## src/rtl/alu_op_sequencer.sv

```systemverilog
// ---------------------------------------------------------------------------
// alu_op_sequencer
//
// Purpose:
//   Initiator side of an external 4-bit combinational ALU. Accepts a wide
//   command (NIBBLES x 4 bits) on a valid/ready request channel. Runs it one
//   nibble at a time through the ALU, least-significant nibble first. The
//   ALU has no carry input, so a carry or borrow into a nibble is applied by
//   an extra FIX pass (+1 for ADD, -1 for SUB) on that nibble. The wide
//   result is returned on a valid/ready response channel.
//
// Optional feature:
//   ALU_SEQ_OVF_EN - when defined, adds rsp_ovf, which flags two's-complement
//   overflow of ADD/SUB on bit DW-1.
//
// Ports:
//   clk, rst          clock (rising edge), asynchronous active-high reset
//   cmd_valid/ready   request handshake; cmd_op 00 ADD, 01 SUB, 10 AND, 11 OR
//   cmd_a, cmd_b      DW-bit operands
//   alu_a/b/op        nibble operands and op_code driven to the ALU
//   alu_result/carry  combinational ALU answer (SUB carry: 1 = no borrow)
//   rsp_valid/ready   response handshake
//   rsp_data          DW-bit result
//   rsp_carry         final carry / no-borrow (0 for AND/OR)
//   rsp_zero          rsp_data == 0
//   rsp_ovf           (ALU_SEQ_OVF_EN only) signed overflow
// ---------------------------------------------------------------------------
module alu_op_sequencer #(
  parameter int NIBBLES = 2,
  localparam int DW = 4 * NIBBLES
) (
  input  logic          clk,
  input  logic          rst,
  input  logic          cmd_valid,
  output logic          cmd_ready,
  input  logic [1:0]    cmd_op,
  input  logic [DW-1:0] cmd_a,
  input  logic [DW-1:0] cmd_b,
  output logic [3:0]    alu_a,
  output logic [3:0]    alu_b,
  output logic [1:0]    alu_op,
  input  logic [3:0]    alu_result,
  input  logic          alu_carry,
  output logic          rsp_valid,
  input  logic          rsp_ready,
  output logic [DW-1:0] rsp_data,
  output logic          rsp_carry,
  output logic          rsp_zero
`ifdef ALU_SEQ_OVF_EN
  ,
  output logic          rsp_ovf
`endif
);

  localparam logic [1:0] OP_ADD   = 2'b00;
  localparam logic [1:0] OP_SUB   = 2'b01;
  localparam logic [1:0] LAST_IDX = 2'(NIBBLES - 1);

  typedef enum logic [1:0] {ST_IDLE, ST_MAIN, ST_FIX, ST_RESP} state_t;

  state_t        r_state;
  logic [1:0]    r_op;
  logic [DW-1:0] r_a;
  logic [DW-1:0] r_b;
  logic [1:0]    r_idx;
  logic          r_k;      // chain bit: ADD carry, SUB no-borrow
  logic          r_cmain;  // carry of the MAIN pass awaiting its FIX pass
  logic [3:0]    r_data_nib [4];

  state_t        w_state_next;
  logic [1:0]    w_idx_next;
  logic          w_k_next;
  logic          w_cmain_next;
  logic          w_wr_en;
  logic          w_is_arith;
  logic          w_fix_req;
  logic          w_in_resp;
  logic [3:0]    w_a_nib [4];
  logic [3:0]    w_b_nib [4];
  logic [DW-1:0] w_data_flat;

  // Nibble views padded to four entries so a 2-bit index is always in range.
  for (genvar gi = 0; gi < 4; gi++) begin : g_nib
    if (gi < NIBBLES) begin : g_used
      assign w_a_nib[gi]            = r_a[gi*4 +: 4];
      assign w_b_nib[gi]            = r_b[gi*4 +: 4];
      assign w_data_flat[gi*4 +: 4] = r_data_nib[gi];
    end else begin : g_pad
      assign w_a_nib[gi] = 4'h0;
      assign w_b_nib[gi] = 4'h0;
    end
  end

  assign w_is_arith = (r_op == OP_ADD) || (r_op == OP_SUB);
  // A pending carry (ADD) or pending borrow (SUB) into the current nibble.
  assign w_fix_req  = (r_op == OP_ADD) ? r_k : ~r_k;
  assign w_in_resp  = (r_state == ST_RESP);

  assign cmd_ready = (r_state == ST_IDLE);
  assign rsp_valid = w_in_resp;
  assign rsp_data  = w_in_resp ? w_data_flat : '0;
  assign rsp_carry = w_in_resp && w_is_arith && r_k;
  assign rsp_zero  = w_in_resp && (w_data_flat == '0);

`ifdef ALU_SEQ_OVF_EN
  logic w_sa, w_sb, w_sr;
  assign w_sa = r_a[DW-1];
  assign w_sb = r_b[DW-1];
  assign w_sr = w_data_flat[DW-1];
  assign rsp_ovf = w_in_resp &&
                   (((r_op == OP_ADD) && (w_sa == w_sb) && (w_sr != w_sa)) ||
                    ((r_op == OP_SUB) && (w_sa != w_sb) && (w_sr != w_sa)));
`endif

  // Next-state, chain bookkeeping and ALU drive.
  always_comb begin
    w_state_next = r_state;
    w_idx_next   = r_idx;
    w_k_next     = r_k;
    w_cmain_next = r_cmain;
    w_wr_en      = 1'b0;
    alu_a        = 4'h0;
    alu_b        = 4'h0;
    alu_op       = 2'b00;
    case (r_state)
      ST_IDLE: begin
        if (cmd_valid) begin
          w_state_next = ST_MAIN;
        end
      end
      ST_MAIN: begin
        alu_a   = w_a_nib[r_idx];
        alu_b   = w_b_nib[r_idx];
        alu_op  = r_op;
        w_wr_en = 1'b1;
        if (w_is_arith && (r_idx != 2'd0) && w_fix_req) begin
          w_cmain_next = alu_carry;
          w_state_next = ST_FIX;
        end else begin
          if (w_is_arith) begin
            w_k_next = alu_carry;
          end
          if (r_idx == LAST_IDX) begin
            w_state_next = ST_RESP;
          end else begin
            w_idx_next = r_idx + 2'd1;
          end
        end
      end
      ST_FIX: begin
        // ADD op adds 1, SUB op subtracts 1 from the stored nibble.
        alu_a   = r_data_nib[r_idx];
        alu_b   = 4'h1;
        alu_op  = r_op;
        w_wr_en = 1'b1;
        w_k_next = (r_op == OP_ADD) ? (r_cmain | alu_carry) : (r_cmain & alu_carry);
        if (r_idx == LAST_IDX) begin
          w_state_next = ST_RESP;
        end else begin
          w_idx_next = r_idx + 2'd1;
        end
      end
      ST_RESP: begin
        if (rsp_ready) begin
          w_state_next = ST_IDLE;
        end
      end
      default: w_state_next = ST_IDLE;
    endcase
  end

  always_ff @(posedge clk or posedge rst) begin
    if (rst) begin
      r_state <= ST_IDLE;
      r_op    <= 2'b00;
      r_a     <= '0;
      r_b     <= '0;
      r_idx   <= 2'd0;
      r_k     <= 1'b0;
      r_cmain <= 1'b0;
      for (int n = 0; n < 4; n++) begin
        r_data_nib[n] <= 4'h0;
      end
    end else begin
      r_state <= w_state_next;
      r_cmain <= w_cmain_next;
      if (r_state == ST_IDLE) begin
        if (cmd_valid) begin
          r_op  <= cmd_op;
          r_a   <= cmd_a;
          r_b   <= cmd_b;
          r_idx <= 2'd0;
          r_k   <= (cmd_op == OP_SUB);
        end
      end else begin
        r_idx <= w_idx_next;
        r_k   <= w_k_next;
      end
      if (w_wr_en) begin
        r_data_nib[r_idx] <= alu_result;
      end
    end
  end

endmodule

```

## config.mk

```make
export PLATFORM = sky130hd
export DESIGN_NAME = alu_op_sequencer
export DESIGN_NICKNAME = d
export VERILOG_FILES = /design/src/rtl/alu_op_sequencer.sv
export SDC_FILE = /design/constraint.sdc
export NUM_CORES = 1
export LEC_CHECK = 0
export CAP_MARGIN = 20
export CELL_PAD_IN_SITES_DETAIL_PLACEMENT = 1
export CELL_PAD_IN_SITES_GLOBAL_PLACEMENT = 1
export CORE_UTILIZATION = 36
export DETAILED_ROUTE_END_ITERATION = 10
export PLACE_DENSITY = 0.82
export SYNTH_ARGS = -nofsm -noshare
export SYNTH_HDL_FRONTEND = slang
export SYNTH_SLANG_ARGS = --single-unit
```

## constraint.sdc

```tcl
create_clock -name clk -period 1.9 [get_ports clk]
set_clock_uncertainty 0.05 [all_clocks]
set_input_delay 0.38 -clock clk [delete_from_list [all_inputs] [get_ports clk]]
set_output_delay 0.38 -clock clk [all_outputs]
set_load 0.01 [all_outputs]
```

Word level (Yosys, flattened, before mapping):

Index checks and enable logic that the tools add are counted.

* register bits after elaboration: 40
* bits in latches: 0
* bits in writable memories: 0
* ROM bits: 0
* input port bits: 27
* output and inout port bits: 22
* logic and storage cells: 80
* memories kept: 0

* add/subtract/negate cells: 1
* multipliers: 0
* divide/modulo/power cells: 0
* order comparisons: 2
* equality and inequality tests: 10
* shift operators: 0
* mux-type cells: 34
* bitwise operators: 4
* reduce and logical (&&, ||, !) cells: 18

Operators by type and width (count)
* $mux W4: 7
* $bmux W4 S2: 3
* $mux W2: 9
* $bwmux W16: 1
* $pmux W4 S2: 2
* $demux W4 S2: 1
* $eq A2 B1 Y1 const B: 4
* $logic_not A8 Y1: 1
* $mux W8: 1
* $pmux W2 S4: 1
* $mux W1: 7
* $logic_and A1 B1 Y1: 6
* $ne A3 B3 Y1 const B: 2
* $reduce_and A2 Y1: 3
* $eq A2 B2 Y1 const B: 2
* $logic_not A2 Y1: 2
* $ne A2 B2 Y1 const B: 2
* $pmux W2 S2: 1
* $reduce_and A4 Y1: 1
* $ge A3 B3 Y1 const B: 1
* $lt A3 B1 Y1 const B: 1
* $not A2 Y3: 1
* $reduce_and A3 Y1: 1
* $reduce_bool A3 Y1: 1
* other kinds (8): 8

Depth between registers and ports, before layout:

Gate-level depths: netlist of the first run.

* depth after elaboration: 7
* depth in mapped cells: 7
* gate-level depth less buffers: 6

Worst setup path before layout of the first run:

Ideal clock, no wire load.

* path type: register to register
* start point: register r_idx[0]
* end point: register r_k
* library setup time: 0.125 ns
* arrival time: 1.764 ns
* required time: 1.725 ns
* path slack: -0.039 ns
* cell stages (with the launch flop): 8
* path buffers: 2
* period minus slack after synthesis: 1.939 ns
* path through: dfrtp_1 buf_2 buf_4 inv_1 ha_1 nor4_4 o22ai_1 mux2_4

* longest elaborated chain between the ends: 5

RTL lines
* from (decl): RTL line 65 `logic [1:0] r_idx;`
* from (signal assigned): RTL line 196 `r_idx <= w_idx_next;`
* $reduce_bool A2 Y1: RTL line 136 `if (w_is_arith && (r_idx != 2'd0) && w_fix_req) begin`
* $logic_and A1 B1 Y1 (2 in a row): RTL line 136
* $ne A3 B3 Y1 (no source line)
* $reduce_and A4 Y1 (no source line)
* to (signal assigned): RTL line 193 `r_k <= (cmd_op == OP_SUB);`
* to (signal assigned): RTL line 197 `r_k <= w_k_next;`
* to (decl): RTL line 66 `logic r_k;`

No other way between the ends.
A chain may end at the register's enable or synchronous reset.

Worst setup path after layout of the first run:

* start point: register r_idx[0]
* end point: output port alu_a[2]

* longest elaborated chain between the ends: 5
* elaborated cells between the ends (all ways): 8
* classes of those cells: mux (7); bitwise (1)

RTL lines
* $not A2 Y3 (not written as such) *: RTL line 132, 152
* $bmux W4 S2, on equally long branches: RTL line 152, 132
* $mux W4, on equally long branches (2 in a row): RTL line 152, 132
* $pmux W4 S2 *: RTL line 125 `case (r_state)`
* to (decl): RTL line 39 `output logic [3:0] alu_a,`

Every way passes the cells marked *; elsewhere a longest branch is shown, timed or not. The select of a mux whose other input is x is not followed.

==> report_table.html, run 1 <==
<table>
<tr><th>Metric</th><th>Value</th></tr>
<tr><th colspan="2">Routing</th></tr>
<tr><td>Routed wire length on met2</td><td>4080 µm</td></tr>
<tr><td>Met3 WL</td><td>approximately 260 µm</td></tr>
<tr><td>DRT antenna net count</td><td>0</td></tr>
<tr><td>Final wirelength</td><td>between 7000 and 8000 µm</td></tr>
<tr><td>M1 wire length</td><td>a little over 3000 µm</td></tr>
<tr><td>Vias per cell</td><td>roughly 5.3</td></tr>
<tr><td>Post-DR wirelength/cell</td><td>~22 µm</td></tr>
<tr><td>Max layer used</td><td>met4</td></tr>
<tr><td>First drt pass iteration count</td><td>4</td></tr>
<tr><td>DRC violations left</td><td>0</td></tr>
<tr><td>Count of vias placed by the detailed router</td><td>between 1.5k and 2k</td></tr>
<tr><td>Initial DRC Count</td><td>between 50 and 60</td></tr>
<tr><th colspan="2">Synthesis</th></tr>
<tr><td>Count of state elements after synthesis</td><td>40</td></tr>
<tr><td>Synthesis warning total</td><td>0</td></tr>
<tr><td>Yosys cell types</td><td>36</td></tr>
<tr><td>Sequential area share after synthesis</td><td>between 40% and 50%</td></tr>
<tr><td>Post-synthesis average cell area</td><td>12.0 µm²</td></tr>
<tr><td>Number of standard cells after synthesis</td><td>around 180</td></tr>
<tr><td>Number of synthesized flops with an enable pin</td><td>0</td></tr>
<tr><td>Proportion of synthesized flip-flops having asynchronous set or reset</td><td>between 90% and 100%</td></tr>
<tr><td>Leading register cell type out of synthesis</td><td>sky130_fd_sc_hd__dfrtp_1</td></tr>
<tr><td>Mapped cell area</td><td>approximately 0.0022 mm²</td></tr>
<tr><td>Net count after synthesis</td><td>between 200 and 250</td></tr>
<tr><th colspan="2">CTS</th></tr>
<tr><td>CTS tree</td><td>yes</td></tr>
<tr><td>Clock tree root buffer cell</td><td>sky130_fd_sc_hd__clkbuf_8</td></tr>
<tr><td>Clk_lat worst skew</td><td>between 0.2 and 0.3 ns</td></tr>
<tr><td>Clock sinks</td><td>40</td></tr>
<tr><td># H-tree levels</td><td>2</td></tr>
<tr><td>Number of buffers on the longest clock path</td><td>2</td></tr>
<tr><td>Clock Pin Slew Worst Setup and Hold Paths</td><td>0.08 ns</td></tr>
<tr><td>CTS buffer count</td><td>5</td></tr>
<tr><th colspan="2">Timing</th></tr>
<tr><td>Period utilisation layout</td><td>117%</td></tr>
<tr><td>Highest achievable clock rate</td><td>between 400 and 500 MHz</td></tr>
<tr><td>Hold Slack</td><td>0.399 ns</td></tr>
<tr><td>Slew Limit Fails</td><td>0</td></tr>
<tr><td>Setup WS post-layout</td><td>-0.324 ns</td></tr>
<tr><td>Setup tns final</td><td>-2.45 ns</td></tr>
<tr><td>Hold Vio Cnt, Final</td><td>0</td></tr>
<tr><td>Setup-failing EPs final</td><td>19</td></tr>
<tr><td>Minimum clock period after layout</td><td>between 2 and 2.5 ns</td></tr>
<tr><td>Setup repair after global routing missed its margin</td><td>true</td></tr>
<tr><td>Slew HR</td><td>about 60%</td></tr>
<tr><td>Pin slew with the least headroom to its limit</td><td>roughly 0.60 ns</td></tr>
<tr><th colspan="2">GRT</th></tr>
<tr><td>Antenna violations before repair</td><td>0</td></tr>
<tr><td>Global route overflow</td><td>0</td></tr>
<tr><td>First-pass GRT wire length</td><td>between 10000 and 15000 µm</td></tr>
<tr><td>Vias in the first global route</td><td>approximately 2k</td></tr>
<tr><td>Overall Global Routing Usage</td><td>approximately 23%</td></tr>
<tr><td>Maximum number of pins on one net before global-route repair</td><td>between 40 and 50</td></tr>
<tr><th colspan="2">Worst setup path</th></tr>
<tr><td>Chain of cells forming the critical path</td><td>buf_6, mux4_2, nand2_1, o21ai_1, and2_1, buf_2</td></tr>
<tr><td>Kind of start point of the critical path</td><td>flop</td></tr>
<tr><td>Required time at the endpoint of the critical path</td><td>1.47 ns</td></tr>
<tr><td>Kind of critical path</td><td>reg -&gt; out</td></tr>
<tr><td>Critical-path top delay cell</td><td>sky130_fd_sc_hd__mux4_2</td></tr>
<tr><td>Flop-to-flop setup slack</td><td>-0.03 ns</td></tr>
<tr><td>Capturing element type of the critical path</td><td>primary output</td></tr>
<tr><td>Delay of the slowest cell on the worst path</td><td>a little under 0.5 ns</td></tr>
<tr><td>Family with the most delay on the worst path</td><td>multiplexers</td></tr>
<tr><td>Data arrival time of the critical path</td><td>between 1.5 and 2 ns</td></tr>
<tr><td>Worst path buffer plus inverter count</td><td>2</td></tr>
<tr><td>Crit path max fanout</td><td>5</td></tr>
<tr><th colspan="2">Cells and area</th></tr>
<tr><td>Post-route standard cell area excluding fillers</td><td>about 0.0035 mm²</td></tr>
<tr><td>Area Growth Syn to Fin</td><td>63.5%</td></tr>
<tr><td>Antenna fix cells</td><td>0</td></tr>
<tr><td>Commonest non-fill, non-tap cell in the layout</td><td>sky130_fd_sc_hd__dfrtp_1</td></tr>
<tr><td>Highest-count cells in the layout ignoring fill and taps</td><td>sky130_fd_sc_hd__dfrtp_1 (38), sky130_fd_sc_hd__mux2_2 (34), sky130_fd_sc_hd__buf_4 (30)</td></tr>
<tr><td>Fraction of layout instances using a drive strength above 1</td><td>between 50% and 60%</td></tr>
<tr><td>Count of nets after finishing</td><td>~310</td></tr>
<tr><th colspan="2">Placement</th></tr>
<tr><td>Half-perimeter wire length of the detailed placement result</td><td>between 4000 and 5000 µm</td></tr>
<tr><td>Buffers added on ports</td><td>48</td></tr>
<tr><td>Post-detailed-placement cell area</td><td>0.00289 mm²</td></tr>
<tr><td>Weighted congestion at the end of routability-driven global placement</td><td>around 0.8</td></tr>
<tr><th colspan="2">Floorplanning</th></tr>
<tr><td>Effective utilization at floorplan</td><td>38.1%</td></tr>
<tr><td>Die Y-Extent</td><td>between 70 and 80 µm</td></tr>
<tr><td>Overall die width</td><td>between 70 and 80 µm</td></tr>
<tr><td>Number of core rows</td><td>27</td></tr>
<tr><td>Full die area</td><td>0.00629 mm²</td></tr>
<tr><td>Floorplan Core Area</td><td>about 0.0056 mm²</td></tr>
<tr><td>Count of pins on the block boundary</td><td>slightly below 50</td></tr>
<tr><th colspan="2">Pwr</th></tr>
<tr><td>Leakage</td><td>between 1.5 and 2 nW</td></tr>
<tr><td>Worst vdd ir</td><td>0.854 mV</td></tr>
<tr><td>Pwr per Cell Area</td><td>around 1800 mW/mm²</td></tr>
<tr><th colspan="2">Status</th></tr>
<tr><td>Outcome</td><td>finished with violations</td></tr>
<tr><td>Failing checks</td><td>setup timing</td></tr>
<tr><th colspan="2">Run</th></tr>
<tr><td>Max Cap Violations</td><td>0</td></tr>
<tr><th colspan="2">Hold path</th></tr>
<tr><td>Hold Path Class</td><td>in -&gt; async</td></tr>
</table>
-- final timing paths --
path,start,endpoint,cells past startpoint
min in group clk,r_a[0],r_a[0],1
max,r_idx[0],alu_a[2],6
max reg2reg,r_state[1],r_state[1],9
max in group asynchronous,rst,r_state[0],3
min,rst,r_b[6],3
min reg2reg,r_a[0],r_a[0],1
-- registers in the layout (all words and copies together), names as in the netlist --
register,flops
r_op,2
r_k,1
r_cmain,1
r_a,8
r_data_nib,16
r_b,8
r_state,2
r_idx,2
-- layer usage --
layer	vias up	GRT usage, %
met3	21	4.25
met5	-	0
met2	61	41.2
met4	0	12.9
met1	950	25.0
li1	822	-
-- cell usage after synthesis, types with 3 or more instances --
library cell,count,area (µm²)
sky130_fd_sc_hd__ha_1,8,100
sky130_fd_sc_hd__buf_2,4,20.0
sky130_fd_sc_hd__o21ai_1,5,25.0
sky130_fd_sc_hd__dfrtp_1,40,1000
sky130_fd_sc_hd__and2_1,15,93.8
sky130_fd_sc_hd__mux2_2,34,383
sky130_fd_sc_hd__nor2_1,8,30.0
sky130_fd_sc_hd__o21ai_0,3,15.0
sky130_fd_sc_hd__inv_1,6,22.5
sky130_fd_sc_hd__mux4_2,4,90.1
sky130_fd_sc_hd__nand2_1,12,45.0
sky130_fd_sc_hd__mux2i_1,8,80.1
sky130_fd_sc_hd__a21oi_1,4,20.0
-- power breakdown --
group	internal, mW	switching, mW	leakage, nW
clock	0.517	0.313	0.0642
combinational	2.21	1.76	1.00
sequential	1.30	0.385	0.470
total	4.02	2.45	1.54
-- area by class of cell --
type / count / area [µm²]
Clock inverter: 2 / 60.1
Clock buffer: 5 / 68.8
Timing Repair Buffer: 99 / 946
Sequential cell: 40 / 1000
Fill cell: 565 / 2120
Inverter: 7 / 28.8
Tap cell: 72 / 90.1
Multi-Input combinational cell: 124 / 1320
-- cells by family after synthesis --
logic type,after synthesis,share of synthesized area [%]
xor+xnor,1,0.407
fa+ha+maj,8,4.65
buf+inv,15,3.37
compound gates,20,6.05
mux,48,26.9
flops,40,46.5
simple gates,47,12.1
-- stage by stage --
stage                     instances  setup slack [ns]  utilization (%)  power, mW
after floorplan                 179           0.00123                -       3.19
after global placement          316            -0.303             51.2       4.15
after detailed placement        316            -0.370             51.2       4.30
after CTS                       334            -0.270             56.2       5.61
after global routing            349            -0.382             62.4       6.79
final                           349            -0.324             62.4       6.47
-- worst min-delay path, delay by kind of cell --
| kind | cells | cell delay, ns |
|---|---|---|
| buf+inv | 3 | 0.73 |
-- timing repair --
item                                    4_1_cts  5_1_grt
setup buffers                                11       14
endpoints found under the setup margin       30       28
hold buffers                                  0        0
pin swaps                                    14       23
gates resized for setup                     118       55
endpoints found under the hold margin         0        0
cloned                                        0        1
Power figures use the tool's default switching activity.
==> inputs of run 2 (changes only) <==
CTS_CLUSTER_DIAMETER = 200   (was unset)
GPL_TIMING_DRIVEN = 0   (was unset)
==> run 2 against run 1 <==
Via count is 6.9% lower. The run still ends with setup timing left. Utilization is 4.5 points lower. Die area stayed put. First-iteration DRC count is 32% higher. Global-route usage is 0.98 points lower. Non-clock buffer count is 19 lower. Count of clock-buffer cells in the layout is 2 higher. Sequential power hardly changed. Critical endpoint unchanged. Register-to-register slack worse by 0.02 ns.
==> report_table.html, run 2 (same netlist as run 1, synthesis figures left out) <==
<table>
<tr><th>Metric</th><th>Value</th></tr>
<tr><th colspan="2">CTS</th></tr>
<tr><td>Clk_lat worst skew</td><td>0.30 ns (about the same)</td></tr>
<tr><td># H-tree levels</td><td>2 (unchanged)</td></tr>
<tr><td>CTS tree</td><td>yes</td></tr>
<tr><td>Clock Pin Slew Worst Setup and Hold Paths</td><td>0.09 ns (about the same)</td></tr>
<tr><td>CTS buffer count</td><td>5 (unchanged)</td></tr>
<tr><td>Clock sinks</td><td>40 (unchanged)</td></tr>
<tr><td>Count of hold-fix buffers inserted at cts</td><td>0 (unchanged)</td></tr>
<tr><td>Number of buffers on the longest clock path</td><td>2 (unchanged)</td></tr>
<tr><td>Clock tree root buffer cell</td><td>sky130_fd_sc_hd__clkbuf_8</td></tr>
<tr><th colspan="2">Timing</th></tr>
<tr><td>Highest achievable clock rate</td><td>457 MHz (+1.6%)</td></tr>
<tr><td>Setup-failing EPs final</td><td>21 (+2)</td></tr>
<tr><td>Hold Vio Cnt, Final</td><td>0 (unchanged)</td></tr>
<tr><td>Setup tns final</td><td>-2.81 ns (-0.363 ns)</td></tr>
<tr><td>Setup repair after global routing missed its margin</td><td>true</td></tr>
<tr><td>Slew HR</td><td>42.1% (-18 points)</td></tr>
<tr><td>Period utilisation layout</td><td>115% (-1.8 points)</td></tr>
<tr><td>Minimum clock period after layout</td><td>2.19 ns (-0.0344 ns)</td></tr>
<tr><td>Slew Limit Fails</td><td>0 (unchanged)</td></tr>
<tr><td>Setup WS post-layout</td><td>-0.290 ns (+0.0344 ns)</td></tr>
<tr><td>Pin slew with the least headroom to its limit</td><td>0.868 ns (+0.267 ns)</td></tr>
<tr><th colspan="2">Routing</th></tr>
<tr><td>DRT antenna net count</td><td>0 (unchanged)</td></tr>
<tr><td>Post-DR wirelength/cell</td><td>19.6 µm (-12%)</td></tr>
<tr><td>Count of vias placed by the detailed router</td><td>1726 (-6.9%)</td></tr>
<tr><td>Vias per cell</td><td>5.21 (-1.8%)</td></tr>
<tr><td>Initial DRC Count</td><td>78 (+32%)</td></tr>
<tr><td>First drt pass iteration count</td><td>4 (unchanged)</td></tr>
<tr><td>Final wirelength</td><td>6470 µm (-17%)</td></tr>
<tr><td>DRC violations left</td><td>0 (unchanged)</td></tr>
<tr><th colspan="2">GRT</th></tr>
<tr><td>Maximum number of pins on one net before global-route repair</td><td>41 (unchanged)</td></tr>
<tr><td>Vias in the first global route</td><td>1967 (-3.6%)</td></tr>
<tr><td>Global route overflow</td><td>0 (unchanged)</td></tr>
<tr><td>Overall Global Routing Usage</td><td>21.9% (-0.98 points)</td></tr>
<tr><td>First-pass GRT wire length</td><td>10100 µm (-3.5%)</td></tr>
<tr><td>Antenna violations before repair</td><td>0 (unchanged)</td></tr>
<tr><th colspan="2">Pwr</th></tr>
<tr><td>Pwr per Cell Area</td><td>1770 mW/mm² (-3.8%)</td></tr>
<tr><td>Worst vdd ir</td><td>0.652 mV (-24%)</td></tr>
<tr><td>Cell Int Power</td><td>3.63 mW (-9.8%)</td></tr>
<tr><td>Switching Power</td><td>2.15 mW (-12%)</td></tr>
<tr><td>Leakage</td><td>1.42 nW (-7.4%)</td></tr>
<tr><td>Clk pwr share</td><td>13.5% (+0.7 points)</td></tr>
<tr><td>Seq pwr share</td><td>29.0% (+3.0 points)</td></tr>
<tr><td>Sw Ratio</td><td>37.2% (-0.69 points)</td></tr>
<tr><td>Proportion of power drawn by combinational gates</td><td>57.5% (-3.7 points)</td></tr>
<tr><th colspan="2">Run</th></tr>
<tr><td>Max Cap Violations</td><td>0 (unchanged)</td></tr>
<tr><th colspan="2">Placement</th></tr>
<tr><td>Cell count after placement</td><td>299 (-5.4%)</td></tr>
<tr><td>Buffers added on ports</td><td>48 (unchanged)</td></tr>
<tr><td>Weighted congestion at the end of routability-driven global placement</td><td>0.787 (-1.5%)</td></tr>
<tr><td>Half-perimeter wire length of the detailed placement result</td><td>3780 µm (-10%)</td></tr>
<tr><th colspan="2">Cells and area</th></tr>
<tr><td>Top Registers</td><td>r_data_nib (16), r_a (8), r_b (8)</td></tr>
<tr><td>Number of inserted filler cells in the final layout</td><td>583 (+3.2%)</td></tr>
<tr><td>Area of the multi-input gates</td><td>0.00126 mm² (-4.9%)</td></tr>
<tr><td>Non-filler instance count after layout</td><td>331 (-5.2%)</td></tr>
<tr><td>Commonest non-fill, non-tap cell in the layout</td><td>sky130_fd_sc_hd__dfrtp_1</td></tr>
<tr><td>Count of nets after finishing</td><td>293 (-6.1%)</td></tr>
<tr><td>Fraction of layout instances using a drive strength above 1</td><td>54.8% (-4.0 points)</td></tr>
<tr><td>Flip-flop count of the largest register after layout</td><td>16 (unchanged)</td></tr>
<tr><td>Antenna fix cells</td><td>0 (unchanged)</td></tr>
<tr><td>Sequential Area</td><td>0.00100 mm² (unchanged)</td></tr>
<tr><td>Highest-count cells in the layout ignoring fill and taps</td><td>sky130_fd_sc_hd__dfrtp_1 (38), sky130_fd_sc_hd__mux2_2 (34), sky130_fd_sc_hd__clkdlybuf4s50_1 (26)</td></tr>
<tr><td>Register with the most flip-flops</td><td>r_data_nib</td></tr>
<tr><td>Area Growth Syn to Fin</td><td>51.7%</td></tr>
<tr><th colspan="2">Worst setup path</th></tr>
<tr><td>Kind of start point of the critical path</td><td>flop</td></tr>
<tr><td>Required time at the endpoint of the critical path</td><td>1.47 ns (about the same)</td></tr>
<tr><td>Kind of critical path</td><td>reg -&gt; out</td></tr>
<tr><td>Data arrival time of the critical path</td><td>1.76 ns (-0.03 ns)</td></tr>
<tr><td>Capturing element type of the critical path</td><td>primary output</td></tr>
<tr><td>Crit path max fanout</td><td>4 (-1)</td></tr>
<tr><th colspan="2">Hold path</th></tr>
<tr><td>Hold Path Class</td><td>reg -&gt; reg</td></tr>
<tr><th colspan="2">Floorplanning</th></tr>
<tr><td>Die Y-Extent</td><td>79.3 µm (unchanged)</td></tr>
<tr><td>Effective utilization at floorplan</td><td>38.1% (unchanged)</td></tr>
<tr><td>Floorplan Core Area</td><td>0.00564 mm² (unchanged)</td></tr>
<tr><td>Number of core rows</td><td>27 (unchanged)</td></tr>
<tr><td>Full die area</td><td>0.00629 mm² (unchanged)</td></tr>
<tr><td>Overall die width</td><td>79.3 µm (unchanged)</td></tr>
<tr><td>Count of pins on the block boundary</td><td>49 (unchanged)</td></tr>
<tr><th colspan="2">Status</th></tr>
<tr><td>Outcome</td><td>finished with violations</td></tr>
<tr><td>Failing checks</td><td>setup timing</td></tr>
</table>
## run 2: area by class of cell
class / count / area share, %
multi-input cells: 124 / 38.5
flip-flops and latches: 40 / 30.7
repair buffers: 73 / 20.5
clock buffers: 7 / 2.95
well taps: 72 / 2.76
plain buffers: 7 / 2.64
inverters: 7 / 0.958
clock inverters: 1 / 0.920
## run 2: critical path, stage by stage (launching register included)
cell                      delay [ns]
sky130_fd_sc_hd__dfrtp_1        0.38
sky130_fd_sc_hd__buf_6          0.14
sky130_fd_sc_hd__mux4_2         0.53
sky130_fd_sc_hd__nand2_1        0.07
sky130_fd_sc_hd__o21ai_1        0.05
sky130_fd_sc_hd__and2_1         0.15
sky130_fd_sc_hd__buf_2          0.14
## run 2: through the flow
| stage | instance area (µm²) | hold slack [ns] | power, mW | utilization [%] | setup slack [ns] |
|---|---|---|---|---|---|
| floorplan | 2160 | 0.424 | 3.19 | - | 0.00123 |
| global placement | 2730 | 0.434 | 3.85 | 48.3 | -0.557 |
| detailed placement | 2730 | 0.444 | 3.96 | 48.3 | -0.661 |
| CTS | 3140 | 0.464 | 5.40 | 55.6 | -0.283 |
| global route | 3270 | 0.482 | 6.12 | 57.9 | -0.360 |
| finish | 3270 | 0.459 | 5.78 | 57.9 | -0.290 |
## run 2: path summary, 6_finish.rpt
path                       startpoint        to  slack [ns]  depth (start not counted)
min in group asynchronous         rst    r_b[0]        0.53                          2
min                            r_a[0]    r_a[0]        0.46                          1
max                          r_idx[0]  alu_a[2]       -0.29                          6
min reg2reg                    r_a[0]    r_a[0]        0.46                          1
max reg2reg                  r_idx[0]       r_k       -0.05                          8
max in group asynchronous         rst  r_idx[1]        0.66                          2
## run 2: power by group through the flow
stage	Clock, mW	Combinational, mW	Sequential [mW]
4_1_cts	0.789	2.97	1.64
2_1_floorplan	0	1.67	1.52
3_3_place_gp	0	2.24	1.61
5_1_grt	0.824	3.57	1.73
6_report	0.778	3.32	1.68
3_5_place_dp	0	2.32	1.64
## run 2: metal layers
metal  GRT usage, %  wire length (µm)  vias to the layer above
li1               -                 -                      785
met1           26.4              2700                      888
met2           38.4              3430                       40
met3           3.45               156                       13
met4           9.45               184                        0
met5              0                 0                        -
## run 2: timing repair
item,CTS,global route
buffers inserted,21,3
endpoints found under the setup margin,39,33
hold endpoints to repair,0,0
pin swaps,19,7
gates cloned,1,0
gates resized for setup,140,26
==> inputs of run 3 (changes only) <==
REMOVE_ABC_BUFFERS = 1   (was unset)
==> run 3 against run 2 <==
The flow still finishes with violations (setup timing). Setup slack lost 0.034 ns. Utilization shrank 0.22 points. Largest power group unchanged. Final cell count shrank 0.60%. Highest routed layer unchanged. Clock power shrank 13%. Non-clock buffer count shrank 2. Total power shrank 0.27%.
==> report_table.html, run 3 (same netlist as run 1, synthesis figures left out) <==
<table>
<tr><th>Metric</th><th>Value</th></tr>
<tr><th colspan="2">Status</th></tr>
<tr><td>Outcome</td><td>finished with violations</td></tr>
<tr><td>Failing checks</td><td>setup timing</td></tr>
<tr><th colspan="2">Timing</th></tr>
<tr><td>Period utilisation layout</td><td>117% (+1.8 points)</td></tr>
<tr><td>Minimum clock period after layout</td><td>2.22 ns (+0.0341 ns)</td></tr>
<tr><td>Highest achievable clock rate</td><td>450 MHz (-1.5%)</td></tr>
<tr><td>Hold Vio Cnt, Final</td><td>0 (unchanged)</td></tr>
<tr><td>Setup-failing EPs final</td><td>23 (+9.5%)</td></tr>
<tr><td>Setup tns final</td><td>-3.80 ns (-0.982 ns)</td></tr>
<tr><td>Setup WS post-layout</td><td>-0.324 ns (-0.0341 ns)</td></tr>
<tr><td>Setup repair after global routing missed its margin</td><td>true</td></tr>
<tr><td>Slew HR</td><td>43.3% (+1.2 points)</td></tr>
<tr><td>Hold Slack</td><td>0.461 ns (+0.00200 ns)</td></tr>
<tr><td>Slew Limit Fails</td><td>0 (unchanged)</td></tr>
<tr><td>Pin slew with the least headroom to its limit</td><td>0.850 ns (-0.0180 ns)</td></tr>
<tr><th colspan="2">Routing</th></tr>
<tr><td>Routed wire length on met2</td><td>3280 µm (-4.6%)</td></tr>
<tr><td>M1 wire length</td><td>2680 µm (-0.56%)</td></tr>
<tr><td>Vias per cell</td><td>5.11 (-2.0%)</td></tr>
<tr><td>First drt pass iteration count</td><td>4 (unchanged)</td></tr>
<tr><td>DRT antenna net count</td><td>0 (unchanged)</td></tr>
<tr><td>Met3 WL</td><td>185 µm (+19%)</td></tr>
<tr><td>Initial DRC Count</td><td>44 (-44%)</td></tr>
<tr><td>DRC violations left</td><td>0 (unchanged)</td></tr>
<tr><td>Max layer used</td><td>met4</td></tr>
<tr><td>Count of vias placed by the detailed router</td><td>1682 (-2.5%)</td></tr>
<tr><td>Post-DR wirelength/cell</td><td>19.0 µm (-2.8%)</td></tr>
<tr><td>Final wirelength</td><td>6260 µm (-3.4%)</td></tr>
<tr><th colspan="2">Hold path</th></tr>
<tr><td>Worst Min Path Start</td><td>r_b[1]</td></tr>
<tr><td>Hold Path Class</td><td>reg -&gt; reg</td></tr>
<tr><td>Hold Path Sink</td><td>r_b[1]</td></tr>
<tr><td>Hold Crit Depth</td><td>1 (unchanged)</td></tr>
<tr><th colspan="2">Cells and area</th></tr>
<tr><td>Area of the multi-input gates</td><td>0.00128 mm² (+2.1%)</td></tr>
<tr><td>Count of nets after finishing</td><td>291 (-0.68%)</td></tr>
<tr><td>Antenna fix cells</td><td>0 (unchanged)</td></tr>
<tr><td>Register with the most flip-flops</td><td>r_data_nib</td></tr>
<tr><td>Top Registers</td><td>r_data_nib (16), r_a (8), r_b (8)</td></tr>
<tr><td>Flip-flop count of the largest register after layout</td><td>16 (unchanged)</td></tr>
<tr><td>Highest-count cells in the layout ignoring fill and taps</td><td>sky130_fd_sc_hd__dfrtp_1 (36), sky130_fd_sc_hd__mux2_2 (31), sky130_fd_sc_hd__clkdlybuf4s50_1 (26)</td></tr>
<tr><td>Number of inserted filler cells in the final layout</td><td>588 (+0.86%)</td></tr>
<tr><td>Area Growth Syn to Fin</td><td>51.2%</td></tr>
<tr><td>Commonest non-fill, non-tap cell in the layout</td><td>sky130_fd_sc_hd__dfrtp_1</td></tr>
<tr><td>Fraction of layout instances using a drive strength above 1</td><td>54.5% (-0.35 points)</td></tr>
<tr><td>Post-route standard cell area excluding fillers</td><td>0.00325 mm² (-0.38%)</td></tr>
<tr><td>Sequential Area</td><td>0.00101 mm² (+0.50%)</td></tr>
<tr><td>Post-Route Utilization</td><td>57.7% (-0.22 points)</td></tr>
<tr><td>Non-filler instance count after layout</td><td>329 (-0.60%)</td></tr>
<tr><th colspan="2">Worst setup path</th></tr>
<tr><td>Required time at the endpoint of the critical path</td><td>1.47 ns (about the same)</td></tr>
<tr><td>Worst reg2reg startpoint</td><td>r_idx[0]</td></tr>
<tr><td>Delay of the slowest cell on the worst path</td><td>0.52 ns (about the same)</td></tr>
<tr><td>FF-to-FF path depth</td><td>9 (+1)</td></tr>
<tr><td>Kind of start point of the critical path</td><td>flop</td></tr>
<tr><td>Capturing point of the worst reg2reg path</td><td>r_k</td></tr>
<tr><td>Crit path max fanout</td><td>5 (+1)</td></tr>
<tr><td>Chain of cells forming the critical path</td><td>buf_6, mux4_2, nand2_1, o21ai_1, and2_1, buf_2</td></tr>
<tr><td>Data arrival time of the critical path</td><td>1.79 ns (+0.03 ns)</td></tr>
<tr><td>Family with the most delay on the worst path</td><td>flip-flops</td></tr>
<tr><td>Worst path buffer plus inverter count</td><td>2 (unchanged)</td></tr>
<tr><td>Critical-path top delay cell</td><td>sky130_fd_sc_hd__dfrtp_4</td></tr>
<tr><td>Kind of critical path</td><td>reg -&gt; out</td></tr>
<tr><td>Capturing element type of the critical path</td><td>primary output</td></tr>
<tr><td>Flop-to-flop setup slack</td><td>-0.23 ns (-0.18 ns)</td></tr>
<tr><th colspan="2">Pwr</th></tr>
<tr><td>Pwr per Cell Area</td><td>1770 mW/mm² (+0.11%)</td></tr>
<tr><td>Total Power Consumption</td><td>5.76 mW (-0.27%)</td></tr>
<tr><td>Worst vdd ir</td><td>0.786 mV (+21%)</td></tr>
<tr><td>Leakage</td><td>1.42 nW (-0.33%)</td></tr>
<tr><th colspan="2">GRT</th></tr>
<tr><td>Overall Global Routing Usage</td><td>20.0% (-1.9 points)</td></tr>
<tr><td>First-pass GRT wire length</td><td>9350 µm (-7.8%)</td></tr>
<tr><td>Global route overflow</td><td>0 (unchanged)</td></tr>
<tr><td>Maximum number of pins on one net before global-route repair</td><td>41 (unchanged)</td></tr>
<tr><td>Antenna violations before repair</td><td>0 (unchanged)</td></tr>
<tr><td>Vias in the first global route</td><td>1785 (-9.3%)</td></tr>
<tr><th colspan="2">Placement</th></tr>
<tr><td>Buffers added on ports</td><td>48 (unchanged)</td></tr>
<tr><td>Cell count after placement</td><td>291 (-2.7%)</td></tr>
<tr><td>Pre-CTS WS</td><td>-0.833 ns (-0.172 ns)</td></tr>
<tr><td>Post-detailed-placement cell area</td><td>0.00268 mm² (-1.8%)</td></tr>
<tr><td>Weighted congestion at the end of routability-driven global placement</td><td>0.755 (-4.1%)</td></tr>
<tr><td>Half-perimeter wire length of the detailed placement result</td><td>3500 µm (-7.5%)</td></tr>
<tr><th colspan="2">CTS</th></tr>
<tr><td>Clock Pin Slew Worst Setup and Hold Paths</td><td>0.07 ns (-0.02 ns)</td></tr>
<tr><td>Number of buffers on the longest clock path</td><td>2 (unchanged)</td></tr>
<tr><td>CTS tree</td><td>yes</td></tr>
<tr><td>Clk_lat worst skew</td><td>0.28 ns (-0.02 ns)</td></tr>
<tr><td>Count of hold-fix buffers inserted at cts</td><td>0 (unchanged)</td></tr>
<tr><td># H-tree levels</td><td>2 (unchanged)</td></tr>
<tr><td>Clock tree root buffer cell</td><td>sky130_fd_sc_hd__clkbuf_8</td></tr>
<tr><td>CTS buffer count</td><td>5 (unchanged)</td></tr>
<tr><td>Clock sinks</td><td>40 (unchanged)</td></tr>
<tr><th colspan="2">Floorplanning</th></tr>
<tr><td>Die Y-Extent</td><td>79.3 µm (unchanged)</td></tr>
<tr><td>Effective utilization at floorplan</td><td>38.1% (unchanged)</td></tr>
<tr><td>Number of core rows</td><td>27 (unchanged)</td></tr>
<tr><td>Floorplan Core Area</td><td>0.00564 mm² (unchanged)</td></tr>
<tr><td>Count of pins on the block boundary</td><td>49 (unchanged)</td></tr>
<tr><td>Full die area</td><td>0.00629 mm² (unchanged)</td></tr>
<tr><td>Overall die width</td><td>79.3 µm (unchanged)</td></tr>
<tr><th colspan="2">Run</th></tr>
<tr><td>Max Cap Violations</td><td>0 (unchanged)</td></tr>
</table>
## run 3: worst max-delay path by stage
| stage | from | endpoint | slack [ns] | depth (start not counted) |
|---|---|---|---|---|
| floorplan | r_state[0] | r_k | -0.15 | 5 |
| global placement | r_idx[0] | alu_a[1] | -0.80 | 5 |
| detailed placement | r_idx[0] | alu_a[1] | -0.83 | 5 |
| CTS | r_idx[0] | alu_a[3] | -0.34 | 6 |
| global route | r_idx[0] | alu_a[2] | -0.38 | 6 |
| finish | r_idx[0] | alu_a[1] | -0.32 | 6 |
## run 3: final cells by class
| type | count | share of cell area (%) |
|---|---|---|
| Sequential cell | 40 | 31.0 |
| Multi-Input combinational cell | 124 | 39.5 |
| Timing Repair Buffer | 78 | 22.3 |
| Clock inverter | 2 | 1.08 |
| Clock buffer | 6 | 2.23 |
| Tap cell | 72 | 2.77 |
| Inverter | 7 | 1.19 |
## run 3: worst reg2reg max path, delay by kind of cell (launching register included)
| kind | cells | cell delay [ns] |
|---|---|---|
| simple gates | 1 | 0.34 |
| mux | 1 | 0.30 |
| compound gates | 1 | 0.11 |
| buf+inv | 5 | 0.57 |
| flops | 1 | 0.46 |
| fa+ha+maj | 1 | 0.20 |
## run 3: layer usage
layer  up-vias  track usage [%]
li1        781                -
met1       853             27.4
met2        37             32.7
met3        11             3.45
met4         0             5.09
met5         -                0
## run 3: power breakdown
| part | switching (mW) | internal, mW |
|---|---|---|
| logic | 1.49 | 1.93 |
| registers | 0.357 | 1.30 |
| clock network | 0.288 | 0.390 |
## run 3: repair_timing
action                                  4_1_cts  5_1_grt
gates resized for setup                     119       43
pin swaps                                    12       11
endpoints found under the setup margin       58       35
buffers inserted                             21        9
cloned                                        0        0
